===== src/rtl/sap_core_param.sv =====
// sap_core_param: parametrised SAP-style accumulator core.
// Two-state fetch/execute sequencer, unified RAM with a programming port,
// carry/zero flags, conditional jumps and a clock-enable single-step mode.
module sap_core_param #(
  parameter int DATA_W = 8,
  parameter int ADDR_W = 4
) (
  input  logic              clock,
  input  logic              clear,
  input  logic              prog_run,
  input  logic              prog_we,
  input  logic [ADDR_W-1:0] prog_addr,
  input  logic [DATA_W-1:0] prog_data,
  input  logic              step_mode,
  input  logic              step,
  output logic [DATA_W-1:0] saida,
  output logic              saida_valid,
  output logic              halted,
  output logic              flag_c,
  output logic              flag_z,
  output logic [ADDR_W-1:0] pc_dbg,
  output logic [1:0]        state_dbg
);
  localparam int DEPTH = 1 << ADDR_W;

  typedef enum logic [1:0] {S_FETCH = 2'd0, S_EXEC = 2'd1, S_HALT = 2'd2} state_t;

  localparam logic [3:0] OP_LDA = 4'h1, OP_ADD = 4'h2, OP_SUB = 4'h3, OP_STA = 4'h4,
                         OP_LDI = 4'h5, OP_JMP = 4'h6, OP_JC  = 4'h7, OP_JZ  = 4'h8,
                         OP_AND = 4'h9, OP_OR  = 4'hA, OP_XOR = 4'hB, OP_NOT = 4'hC,
                         OP_OUT = 4'hD, OP_HLT = 4'hF;

  state_t            r_state;
  logic [ADDR_W-1:0] r_pc;
  logic [DATA_W-1:0] r_ir;
  logic [DATA_W-1:0] r_acc;
  logic [DATA_W-1:0] r_saida;
  logic              r_saida_valid;
  logic              r_halted;
  logic              r_c;
  logic              r_z;
  logic              r_step_q;
  logic [DATA_W-1:0] r_mem [DEPTH];

  logic              w_adv;
  logic [3:0]        w_op;
  logic [ADDR_W-1:0] w_opnd;
  logic [DATA_W-1:0] w_m;
  logic [DATA_W-1:0] w_imm;
  logic [DATA_W:0]   w_sum;
  logic [DATA_W-1:0] w_diff;
  logic              w_take;
  logic              w_exec;
  logic [DATA_W-1:0] w_acc_nx;
  logic              w_acc_we;
  logic              w_c_nx;
  logic              w_c_we;

  // Single-step turns the core into a clock-enabled machine: one advance per step rising edge.
  assign w_adv  = step_mode ? (step & ~r_step_q) : 1'b1;
  assign w_op   = r_ir[DATA_W-1 -: 4];
  assign w_opnd = r_ir[ADDR_W-1:0];
  assign w_m    = r_mem[w_opnd];
  assign w_imm  = DATA_W'(r_ir[DATA_W-5:0]);
  assign w_sum  = {1'b0, r_acc} + {1'b0, w_m};
  assign w_diff = r_acc - w_m;
  assign w_take = (w_op == OP_JMP) | ((w_op == OP_JC) & r_c) | ((w_op == OP_JZ) & r_z);
  assign w_exec = prog_run & w_adv & (r_state == S_EXEC);

  // ALU: next accumulator value and which of ACC / carry the current opcode writes.
  always_comb begin
    w_acc_nx = r_acc;
    w_acc_we = 1'b0;
    w_c_nx   = r_c;
    w_c_we   = 1'b0;
    case (w_op)
      OP_LDA: begin w_acc_nx = w_m; w_acc_we = 1'b1; end
      OP_ADD: begin {w_c_nx, w_acc_nx} = w_sum; w_acc_we = 1'b1; w_c_we = 1'b1; end
      OP_SUB: begin w_acc_nx = w_diff; w_c_nx = (r_acc >= w_m); w_acc_we = 1'b1; w_c_we = 1'b1; end
      OP_LDI: begin w_acc_nx = w_imm; w_acc_we = 1'b1; end
      OP_AND: begin w_acc_nx = r_acc & w_m; w_acc_we = 1'b1; end
      OP_OR:  begin w_acc_nx = r_acc | w_m; w_acc_we = 1'b1; end
      OP_XOR: begin w_acc_nx = r_acc ^ w_m; w_acc_we = 1'b1; end
      OP_NOT: begin w_acc_nx = ~r_acc; w_acc_we = 1'b1; end
      default: ;
    endcase
  end

  // RAM writes: programming port while held, STA while running; clear blocks both.
  always_ff @(posedge clock) begin
    if (!clear) begin
      if (!prog_run) begin
        if (prog_we) r_mem[prog_addr] <= prog_data;
      end else if (w_exec && w_op == OP_STA) begin
        r_mem[w_opnd] <= r_acc;
      end
    end
  end

  // Sequencer and architectural registers.
  always_ff @(posedge clock) begin
    if (clear) begin
      r_state       <= S_FETCH;
      r_pc          <= '0;
      r_ir          <= '0;
      r_acc         <= '0;
      r_saida       <= '0;
      r_saida_valid <= 1'b0;
      r_halted      <= 1'b0;
      r_c           <= 1'b0;
      r_z           <= 1'b0;
      r_step_q      <= 1'b0;
    end else begin
      r_step_q      <= step;
      r_saida_valid <= 1'b0;
      if (!prog_run) begin
        r_state  <= S_FETCH;
        r_pc     <= '0;
        r_halted <= 1'b0;
      end else if (w_adv) begin
        case (r_state)
          S_FETCH: begin
            r_ir    <= r_mem[r_pc];
            r_pc    <= r_pc + ADDR_W'(1);
            r_state <= S_EXEC;
          end
          S_EXEC: begin
            r_state <= S_FETCH;
            if (w_acc_we) begin
              r_acc <= w_acc_nx;
              r_z   <= (w_acc_nx == '0);
            end
            if (w_c_we) r_c <= w_c_nx;
            if (w_take) r_pc <= w_opnd;
            if (w_op == OP_OUT) begin
              r_saida       <= r_acc;
              r_saida_valid <= 1'b1;
            end
            if (w_op == OP_HLT) begin
              r_state  <= S_HALT;
              r_halted <= 1'b1;
            end
          end
          S_HALT: ;
          default: r_state <= S_FETCH;
        endcase
      end
    end
  end

  assign saida       = r_saida;
  assign saida_valid = r_saida_valid;
  assign halted      = r_halted;
  assign flag_c      = r_c;
  assign flag_z      = r_z;
  assign pc_dbg      = r_pc;
  assign state_dbg   = r_state;
endmodule


===== config.mk =====
export PLATFORM = sky130hd
export DESIGN_NAME = sap_core_param
export DESIGN_NICKNAME = d
export VERILOG_FILES = /design/src/rtl/sap_core_param.sv
export SDC_FILE = /design/constraint.sdc
export NUM_CORES = 1
export LEC_CHECK = 0
export BUFFER_PORTS_ARGS = -buffer_cell sky130_fd_sc_hd__buf_2
export CORE_ASPECT_RATIO = 0.5
export CORE_MARGIN = 5
export CORE_UTILIZATION = 50
export DETAILED_ROUTE_END_ITERATION = 10
export PLACE_DENSITY = 0.76
export SYNTH_ARGS = -nofsm -noshare
export SYNTH_HDL_FRONTEND = slang
export SYNTH_SLANG_ARGS = --single-unit

===== constraint.sdc =====
create_clock -name clock -period 4.75 [get_ports clock]
set_input_delay 0.475 -clock clock [delete_from_list [all_inputs] [get_ports clock]]
set_output_delay 0.475 -clock clock [all_outputs]
set_load 0.01 [all_outputs]

# Word level (Yosys, flattened, before mapping)
# Memories as Yosys holds them, arrays and structs flattened. A register that Yosys moved wholly into a read port is not among the register bits.
# Index checks and enable logic that the tools add are counted.
# totals
register_bits	27
latch_bits	0
ramBits	128
mem_bits_ro	0
in_bits	18
out_inout_bits	18
wordCells	85
memories	1
# memory_table
name	words	word_bits	read_ports	rd_clocked_by_memory_dff	write_ports	line_no	text
r_mem	16	8	2	1	1	43	logic [DATA_W-1:0] r_mem [DEPTH];
# classes
n_addsub	3
mul	0
div_mod_pow	0
order_cmp	1
eq_ne	17
n_shift	0
muxes	21
bitwise	16
n_reduce_logical	17
# op_table
operator	n
one-hot mux 8 bit (8 select lines)	1
equality test 4 bit (second input constant)	7
equality test 4 x 3 -> 1 bit (second input constant)	4
OR reduction 8 bit	2
2-to-1 mux 1 bit	13
adder 8 x 8 -> 9 bit	1
AND reduction 3 bit	3
bitwise AND 8 bit	1
equality test 4 x 2 -> 1 bit (second input constant)	2
>= comparator 8 bit	1
logical NOT 8 bit	1
2-to-1 mux 4 bit	2
2-to-1 mux 8 bit	1
NOT 8 bit	1
bitwise OR 8 bit	1
one-hot mux 4 bit (2 select lines)	1
AND reduction 4 bit	2
subtractor 8 bit	1
bitwise XOR 8 bit	1
one-hot mux 2 bit (3 select lines)	1
bitwise AND 1 bit	5
NOT 1 bit	5
AND reduction 5 bit	1
adder 4 x 1 -> 4 bit (second input constant)	1
other kinds (13)	16

# Longest topological paths before layout
# Gate-level depths: netlist of the first run.
# depth
depth_word	12
ltp_mapped	17

# Worst setup path after synthesis of the first run
# Ideal clock, no wire load.
# synth_path
path_kind	reg-to-reg
from	register r_ir[1] (read register of r_mem)
to	register r_z, in the netlist flag_z
setup_time_ns	0.069
t_arrival_ns	3.418
required_ns	4.681
path_slack_ns	1.263
stages_incl_launch_ff	17
synth_period_minus_slack_ns	3.487
path_cell_list	dfxtp_1 -> buf_6 -> buf_12 -> buf_2 -> buf_2 -> mux4_2 -> mux4_2 -> inv_1 -> ha_1 -> clkbuf_1 -> nor3b_1 -> o311ai_0 -> nand2_1 -> xnor2_1 -> a211oi_2 -> o2111ai_1 -> o21ai_1
# synth_between
elab_chain_cells	4
word_cells_on_any_way	8
cone_classes	add/sub: 2; mux: 1; bitwise: 3; reduce/logical: 1; memory: 1
# synth_lines
element	line_no	text
start, declared	35	logic [DATA_W-1:0] r_ir;
memory read (16 x 8 bit)	--	
subtractor 8 bit (tied with other cells)	66	assign w_diff = r_acc - w_m;
one-hot mux 8 bit (8 select lines) (*)	76	case (w_op)
logical NOT 8 bit (*)	131	r_z <= (w_acc_nx == '0);
end signal, assigned	131	
end, declared	41	logic r_z;
# Mark *: on every way between the ends. The rest lies on a longest branch, timed or not.
# A chain may end at the register's enable or synchronous reset.

# Worst setup path after layout of the first run
# layout_path
from	register r_ir[0] (read register of r_mem)
to	register r_acc[7]
# layout_between
elab_chain_cells	3
word_cells_on_any_way	7
cone_classes	add/sub: 2; mux: 1; bitwise: 3; memory: 1
# layout_lines
element	line_no	text
memory read (16 x 8 bit) (*)	--	
subtractor 8 bit (tied with other cells)	66	
one-hot mux 8 bit (8 select lines) (*)	76	
end signal, assigned	130	r_acc <= w_acc_nx;
end, declared	36	logic [DATA_W-1:0] r_acc;
# Marks and branches as above.

==> out/results.tsv, run 1 <==
metric	value	unit
worstHoldStart	step	
async_flop_share	0	%
critPathLaunchType	register	
cts_buffers	17	
initial_core_util	51.1	%
die_y	107	um
rows	35	
worstSkewPairLatency	430	ps
syn-mean-instance-area	13.1	sq um
dp_slack	559	ps
reg2regPathDepth	11	
track_usage	24.0	%
antenna_left	0	
power_density	337	nW/um^2
routed_wl	25900	um
antenna_found_initial	1	
cp.required	5070	ps
cts_root_buffer	clkbuf_16	
regToRegEndpoint	r_acc[7]	
grt_max_degree	37	
hold_viol	0	
drv_cap	0	
postCtsSetupRepairBufs	0	
port_buffers	35	
yosysWarnings	0	
holdPathEnd	r_step_q	
drv_slew	0	
worstPathMaxFanout	22	
ys_dominant_reg_cell	edfxtp_1	
cpMaxStageDelayCell	mux4_1	
post-route-drc-count	0	
setup_slack	432	ps
die_x	204	um
worst-slew-pin-transition	1040	ps
slew_headroom	30.5	%
slowest_delay	630	ps
grt_pass1_wl	39400	um
cts_tree	done	
gp_congestion	0.911	
cts_buffer_depth	2	
synth_edf_count	128	
path_class	register to register	
drt_iter0_drc	948	
clk_pin_slew_worst_paths	70	ps
hold_path_class	input pin to register	
syn_area	9420	sq um
post_cts_resized	0	
layout-drive-gt1-share	23.8	%
core	18400	sq um
cp_cell_sequence	buf_4, mux4_1, mux2_2, o21ai_0, inv_1, ha_1, o41ai_1, mux2i_1, a211oi_1, o211ai_1, o211a_1	
end_kind	register	
h-tree-depth	4	
ir_drop	213	uV
synth_cell_types	76	
ys_seq_area_share	48.2	%
grt_pass1_vias	6531	
n_antenna_cell	0	
drtPass1Iterations	5	
crit_arrival	4630	ps
rrSetupSlack	430	ps
finalCriticalPeriod	4320	ps
outcome	finished clean	
avgViaCountPerCell	6.73	
fin_nets	781	
hold_depth	2	
die_area	21900	sq um
nFillCells	1478	
r2r-start	r_ir[0]	
avgRoutedWirePerCell	25.8	um
clock_sinks	163	
p_total	3.48	mW
fin_setup_tns	0	ps
grt_setup_unrepaired	no	
ctsHoldBuffers	0	
hpwl	17600	um
leakagePower	3.45	nW
synth_nets	766	
period_share	90.9	%
postSynthCellCount	718	
vias	6754	
finClkSkew	17.2	ps
setup_violations	0	
grt_overflow	0	
ioPinCount	36	
fmax	232	MHz
hold_slack	292	ps
area_growth	9.41	%
ys_ff_latch	163	
-- critical path: cells and delay by family, from the launching register on --
kind                       cells  cell delay [ps]
DFF                            1              550
AOI/OAI and AO/OA              5             1730
muxes                          3             1100
adders and majority gates      1              290
buffers and inverters          2              530
-- cell usage after synthesis (7+ instances only) --
library cell	n	area share, %
mux2i_1	28	3.0
dfxtp_1	35	7.4
nor2b_1	15	1.0
nand2_1	31	1.2
nor2_1	68	2.7
nor3b_1	7	0.56
nor3_1	18	0.96
clkbuf_1	15	0.60
a211oi_1	12	0.96
nand3_1	13	0.69
buf_2	19	1.0
inv_1	36	1.4
a22oi_1	8	0.64
ha_1	28	3.7
a21oi_1	24	1.3
edfxtp_1	128	41
o21ai_0	14	0.74
mux4_2	68	16
o22ai_1	7	0.46
mux2_2	13	1.6
-- cell families (layout without fill, tap and decap cells) --
| group | count (synthesis) | count (layout) | synth area share (%) |
|---|---|---|---|
| simple gates | 186 | 186 | 9.89 |
| xor+xnor | 6 | 6 | 0.558 |
| fa+ha+maj | 30 | 30 | 4.14 |
| compound gates | 130 | 130 | 9.97 |
| flops | 163 | 163 | 48.2 |
| buf+inv | 89 | 116 | 5.04 |
| mux | 114 | 114 | 22.2 |
-- routing by layer --
layer / up-vias / part of all wire [%] / track usage (%)
li1: 2847 / - / -
met1: 3326 / 39 / 33.2
met2: 499 / 45 / 36.1
met3: 80 / 13 / 6.95
met4: 2 / 3.1 / 9.08
met5: - / 0.077 / 0
-- sequential cells by signal, summed over array words and instances, names as in the netlist --
register,count
saida,8
r_ir,8
halted,1
r_mem,128
flag_z,1
r_step_q,1
pc_dbg,4
saida_valid,1
r_acc,8
state_dbg,2
flag_c,1
-- placed cells by master (no fill, tap or decap), drive strengths merged, types with 14 or more instances in the layout --
| cell type | Yosys | layout |
|---|---|---|
| clkbuf | 22 | 17 |
| edfxtp | 128 | 128 |
| mux2i | 28 | 28 |
| nand2 | 31 | 31 |
| a211oi | 14 | 14 |
| inv | 36 | 43 |
| nor3 | 20 | 20 |
| dfxtp | 35 | 35 |
| buf | 30 | 48 |
| a21oi | 24 | 24 |
| nor2 | 68 | 68 |
| mux4 | 73 | 73 |
| nor2b | 15 | 15 |
| ha | 28 | 28 |
| o21ai | 15 | 15 |
-- worst max path at each step --
| stage | start | endpoint | slack [ps] | cells past startpoint |
|---|---|---|---|---|
| after CTS | r_ir[0] | r_acc[7] | 490 | 11 |
| after global routing | r_ir[0] | r_acc[7] | 220 | 11 |
| final | r_ir[0] | r_acc[7] | 430 | 11 |
| after global placement | r_ir[0] | r_acc[7] | 670 | 11 |
| after detailed placement | r_ir[0] | r_acc[7] | 560 | 11 |
| after floorplan | r_ir[1] | flag_z | 1260 | 16 |
-- power breakdown --
part	switching, mW	internal [mW]
registers	0.0297	1.55
clock network	0.638	0.845
logic	0.248	0.171
total	0.916	2.56
-- stage by stage --
step / utilization (%) / instances / instance area [sq um]
floorplan: - / 718 / 9420
global placement: 52.6 / 973 / 9690
detailed placement: 52.6 / 973 / 9690
CTS: 55.9 / 1004 / 10300
global route: 55.9 / 1004 / 10300
finish: 55.9 / 1004 / 10300
-- area by class of cell --
cell class | instances | area, sq um | share of cell area, %
sequential | 163 | 4550 | 44.1
inverter | 37 | 139 | 1.35
tap | 259 | 324 | 3.14
timing repair buffer | 48 | 273 | 2.65
multi-input combinational | 466 | 4410 | 42.8
clock inverter | 14 | 193 | 1.87
clock buffer | 17 | 425 | 4.13
Power figures use the tool's default switching activity.
==> run 2, diff against run 1 <==
--- a/config.mk
+++ b/config.mk
@@ -10,6 +10,7 @@
 export CORE_MARGIN = 5
 export CORE_UTILIZATION = 50
 export DETAILED_ROUTE_END_ITERATION = 10
+export GPL_TIMING_DRIVEN = 0
 export PLACE_DENSITY = 0.76
 export SYNTH_ARGS = -nofsm -noshare
 export SYNTH_HDL_FRONTEND = slang
==> run 2 against run 1 <==
Net effect:
- wire length rose by 12%
- die area unchanged
- highest routed layer is now met4
- global-route usage up 2.8 points
==> out/results.tsv, run 2 (same netlist as run 1, synthesis figures left out) <==
metric	value	unit	change
rows	35		unchanged
cts_buffer_depth	2		unchanged
sw_frac_of_total	28.0	%	+1.7 points
worstPathMaxFanout	10		-55%
slowest_delay	540	ps	-90 ps
gp_congestion	0.976		+7.1%
fin_setup_tns	0	ps	unchanged
stdcell_area	10500	sq um	+1.8%
drtPass1Iterations	7		+2
area_growth	11.4	%	
reg2regPathDepth	16		+5
drv_slew	0		unchanged
worst-slew-pin-transition	1080	ps	+38.6 ps
port_buffers	35		unchanged
post_cts_resized	0		unchanged
cp.required	5110	ps	+40 ps
crit_start	r_ir[0]		
layout-drive-gt1-share	24.5	%	+0.73 points
rrSetupSlack	60	ps	-370 ps
ctsHoldBuffers	0		unchanged
fin_nets	820		+5.0%
cp_top_family	compound AO/OA/AOI/OAI gates		
cts_tree	done		
ioPinCount	36		unchanged
outcome	finished clean		
p_int	2.47	mW	-3.6%
grt_pass1_vias	6694		+2.5%
n_antenna_cell	0		unchanged
clock_power_share	40.6	%	-2.0 points
finalCriticalPeriod	4690	ps	+370 ps
hpwl	20400	um	+16%
vias	7036		+4.2%
setup_slack	62.4	ps	-370 ps
fin_cells	1043		+3.9%
regToRegEndpoint	flag_z		
grt_pass1_wl	43200	um	+9.4%
hold_viol	0		unchanged
antenna_left	0		unchanged
path_depth	16		+5
worstSkewPairLatency	430	ps	about the same
slew_headroom	27.8	%	-2.7 points
cts_buffers	17		unchanged
largest_reg_flops	128		unchanged
critical_path_buf_inv_count	4		+2
p_total	3.43	mW	-1.3%
hold_path_class	input pin to register		
p_comb_share	14.0	%	+2.0 points
r2r-start	r_ir[0]		
placedInstanceArea	9920	sq um	+2.4%
switching_power	0.963	mW	+5.1%
cp_cell_sequence	buf_6, buf_6, buf_1, nand2_1, o22ai_1, or3_1, o21a_1, ha_1, buf_2, a21oi_1, a21oi_1, o41ai_1, mux2i_1, a211oi_1, o2111ai_1, o21ai_1		
period_share	98.7	%	+7.8 points
fmax	213	MHz	-7.9%
clock_sinks	163		unchanged
cts_root_buffer	clkbuf_16		
endpoint	flag_z		
most-common-layout-cells	edfxtp_1, mux4_2, nor2_1, buf_2, inv_1		
power_density	327	nW/um^2	-3.0%
place_inst	1012		+4.0%
crit_arrival	5050	ps	+420 ps
cpMaxStageDelayCell	buf_1		
antenna_found_initial	0		-1
path_class	register to register		
leakagePower	3.57	nW	+3.5%
initial_core_util	51.1	%	unchanged
track_usage	26.8	%	+2.8 points
h-tree-depth	4		unchanged
final_common_cell	edfxtp_1		
drt_iter0_drc	1190		+26%
die_area	21900	sq um	unchanged
post-route-drc-count	0		unchanged
avgRoutedWirePerCell	27.8	um	+7.8%
routed_wl	29000	um	+12%
postCtsSetupRepairBufs	0		unchanged
clk_pin_slew_worst_paths	80	ps	about the same
die_x	204	um	unchanged
regMostFlops	r_mem		
drv_cap	0		unchanged
end_kind	register		
seqPwrFrac	45.3	%	about the same
die_y	107	um	unchanged
ir_drop	283	uV	+33%
grt_overflow	0		unchanged
critPathLaunchType	register		
avgViaCountPerCell	6.75		+0.28%
grt_max_degree	17		-54%
grt_setup_unrepaired	no		
dp_slack	235	ps	-324 ps
core	18400	sq um	unchanged
finClkSkew	15.5	ps	-1.79 ps
setup_violations	0		unchanged
run 2: cell count changes in the layout (fill, tap and decap cells not counted), moves of 2 or more:
cell / previous run / this run
buf_2: 35 / 54
clkbuf_1: 0 / 15
buf_4: 13 / 2
clkbuf_8: 0 / 6
buf_1: 0 / 4
buf_6: 0 / 4
dfxtp_1: 32 / 35
dfxtp_2: 3 / 0
bufinv_16: 3 / 1
clkinv_4: 1 / 3
inv_6: 5 / 3
run 2: metal layers:
layer	global-route usage [%]	up-vias	wire length [um]
li1	-	2937	-
met1	36.7	3477	11300
met2	42.8	537	13300
met3	6.26	85	3380
met4	8.46	0	944
met5	0	-	0
run 2: through the flow:
step           hold WS, ps  util, %
2_1_floorplan          494        -
3_3_place_gp           434     53.8
3_5_place_dp           439     53.8
4_1_cts                295     56.9
5_1_grt                322     56.9
6_report               282     56.9
run 2: worst min-delay path by stage:
| stage | cells past startpoint | end | slack (ps) | startpoint |
|---|---|---|---|---|
| finish | 2 | r_step_q | 280 | step |
| global route | 2 | r_step_q | 320 | step |
| CTS | 2 | r_step_q | 300 | step |
| detailed placement | 1 | halted | 440 | halted |
| global placement | 1 | halted | 430 | halted |
| floorplan | 2 | flag_z | 490 | flag_z |
run 2: final cells by class:
cell class | count | area [sq um]
Sequential cell | 163 | 4540
Clock buffer | 17 | 425
Buffer | 52 | 337
Timing Repair Buffer | 35 | 175
Inverter | 37 | 139
Tap cell | 259 | 324
Multi-Input combinational cell | 466 | 4400
Fill cell | 1437 | 7940
Clock inverter | 14 | 148
run 2: power by group through the flow:
stage                     clock (mW)  combinational, mW  sequential (mW)
after floorplan                    0              0.327             1.59
after CTS                       1.38              0.470             1.56
after global placement             0              0.458             1.59
after global routing            1.45              0.511             1.56
final                           1.40              0.482             1.56
after detailed placement           0              0.465             1.59
==> run 3, diff against run 2 <==
--- a/config.mk
+++ b/config.mk
@@ -11,7 +11,7 @@
 export CORE_UTILIZATION = 50
 export DETAILED_ROUTE_END_ITERATION = 10
 export GPL_TIMING_DRIVEN = 0
-export PLACE_DENSITY = 0.76
+export PLACE_DENSITY_LB_ADDON = 0.05
 export SYNTH_ARGS = -nofsm -noshare
 export SYNTH_HDL_FRONTEND = slang
 export SYNTH_SLANG_ARGS = --single-unit
==> run 3 against run 2 <==
Net effect:
- critical path depth stayed put
- non-clock buffer count unchanged
- core utilization hardly changed
- combinational power about the same
- via count shrank 4.8%
- power shrank 0.80%
- global-route usage is 0.34 points higher
- clock skew decreased by 2.8 ps
- worst hold slack worse by 15 ps
- critical path type unchanged
- highest routed layer unchanged
==> out/results.tsv, run 3 (same netlist as run 1, synthesis figures left out) <==
metric	value	unit	change
slew_headroom	24.0	%	-3.8 points
die_x	204	um	unchanged
most-common-layout-cells	edfxtp_1, mux4_2, nor2_1, buf_2, inv_1		
regMostFlops	r_mem		
outcome	finished clean		
die_area	21900	sq um	unchanged
cp_top_family	buffers and inverters		
ioPinCount	36		unchanged
drv_slew	0		unchanged
clock_sinks	163		unchanged
cts_root_buffer	clkbuf_16		
hpwl	21100	um	+3.3%
fmax	227	MHz	+6.4%
postCtsSetupRepairBufs	0		unchanged
crit_arrival	4730	ps	-320 ps
ctsHoldBuffers	0		unchanged
routed_wl	28800	um	-0.66%
antenna_found_initial	0		unchanged
avgViaCountPerCell	6.42		-4.9%
worst-slew-pin-transition	1140	ps	+56.9 ps
cp_cell_sequence	buf_6, buf_12, buf_2, buf_2, mux4_2, mux4_2, inv_1, ha_1, clkbuf_1, inv_1, a21oi_1, o41ai_1, mux2i_1, a211oi_1, o211ai_1, o211a_1		
initial_core_util	51.1	%	unchanged
worstSkewPairLatency	440	ps	about the same
cts_buffers	17		unchanged
fin_nets	820		unchanged
fin_setup_tns	0	ps	unchanged
grt_pass1_vias	6403		-4.3%
stdcell_area	10500	sq um	about the same
p_total	3.41	mW	-0.80%
slowest_delay	560	ps	+20 ps
rows	35		unchanged
drt_iter0_drc	737		-38%
grt_pass1_wl	42700	um	-1.1%
placedInstanceArea	9920	sq um	unchanged
largest_reg_flops	128		unchanged
layout-drive-gt1-share	24.6	%	+0.096 points
track_usage	27.1	%	+0.34 points
hold_path_class	input pin to register		
gp_congestion	0.932		-4.4%
hold_viol	0		unchanged
die_y	107	um	unchanged
final_common_cell	edfxtp_1		
power_density	325	nW/um^2	-0.71%
critical_path_buf_inv_count	7		+3
finClkSkew	12.7	ps	-2.75 ps
cts_buffer_depth	2		unchanged
drv_cap	0		unchanged
period_share	92.7	%	-5.9 points
avgRoutedWirePerCell	27.6	um	-0.75%
cts_tree	done		
grt_max_degree	18		+1
h-tree-depth	4		unchanged
area_growth	11.3	%	about the same
n_antenna_cell	0		unchanged
setup_violations	0		unchanged
antenna_left	0		unchanged
finalCriticalPeriod	4400	ps	-283 ps
cpMaxStageDelayCell	mux4_2		
path_class	register to register		
end_kind	register		
core	18400	sq um	unchanged
worstPathMaxFanout	10		unchanged
ir_drop	268	uV	-5.3%
drtPass1Iterations	5		-2
cp.required	5080	ps	-30 ps
vias	6699		-4.8%
grt_overflow	0		unchanged
critPathLaunchType	register		
leakagePower	3.56	nW	-0.11%
grt_setup_unrepaired	no		
port_buffers	35		unchanged
clk_pin_slew_worst_paths	80	ps	about the same
post_cts_resized	0		unchanged
post-route-drc-count	0		unchanged
-- run 3: worst register-to-register path: stages, from the launching register on --
cell	delay (ps)
dfxtp_1	330
buf_6	150
buf_12	150
buf_2	310
buf_2	360
mux4_2	360
mux4_2	560
inv_1	110
ha_1	220
clkbuf_1	220
inv_1	150
a21oi_1	80
o41ai_1	390
mux2i_1	150
a211oi_1	430
o211ai_1	170
o211a_1	150
-- run 3: metrics by stage --
| step | util, % | hold WS, ps | std cells | setup WS (ps) |
|---|---|---|---|---|
| 6_report | 56.9 | 267 | 1044 | 345 |
| 5_1_grt | 56.9 | 283 | 1044 | 107 |
| 4_1_cts | 56.9 | 254 | 1044 | 324 |
| 3_5_place_dp | 53.8 | 440 | 1012 | 368 |
| 3_3_place_gp | 53.8 | 434 | 1012 | 365 |
| 2_1_floorplan | - | 494 | 718 | 1260 |
-- run 3: worst paths after layout --
check                             start       end  slack (ps)  cells past startpoint
worst max register to register  r_ir[1]  r_acc[7]         350                     16
worst min-delay path               step  r_step_q         270                      2
worst min register to register   halted    halted         460                      1
worst max-delay path            r_ir[1]  r_acc[7]         350                     16
-- run 3: layout make-up --
| class | instances | area, sq um |
|---|---|---|
| plain buffers | 52 | 337 |
| flip-flops and latches | 163 | 4540 |
| inverters | 37 | 139 |
| clock inverters | 15 | 139 |
| well taps | 259 | 324 |
| repair buffers | 35 | 175 |
| multi-input cells | 466 | 4400 |
| fillers | 1580 | 7950 |
| clock buffers | 17 | 425 |
-- run 3: where the power goes --
| group | total, mW | internal (mW) | leakage (nW) | switching (mW) |
|---|---|---|---|---|
| clock network | 1.37 | 0.696 | 0.272 | 0.673 |
| logic | 0.483 | 0.185 | 1.86 | 0.297 |
| registers | 1.56 | 1.55 | 1.44 | 0.00869 |
| total | 3.41 | 2.43 | 3.56 | 0.979 |
-- run 3: routing by layer --
layer	wire [um]	track usage (%)
met5	0	0
met3	2870	7.74
met2	12400	39.1
met4	537	6.64
met1	13000	40.7
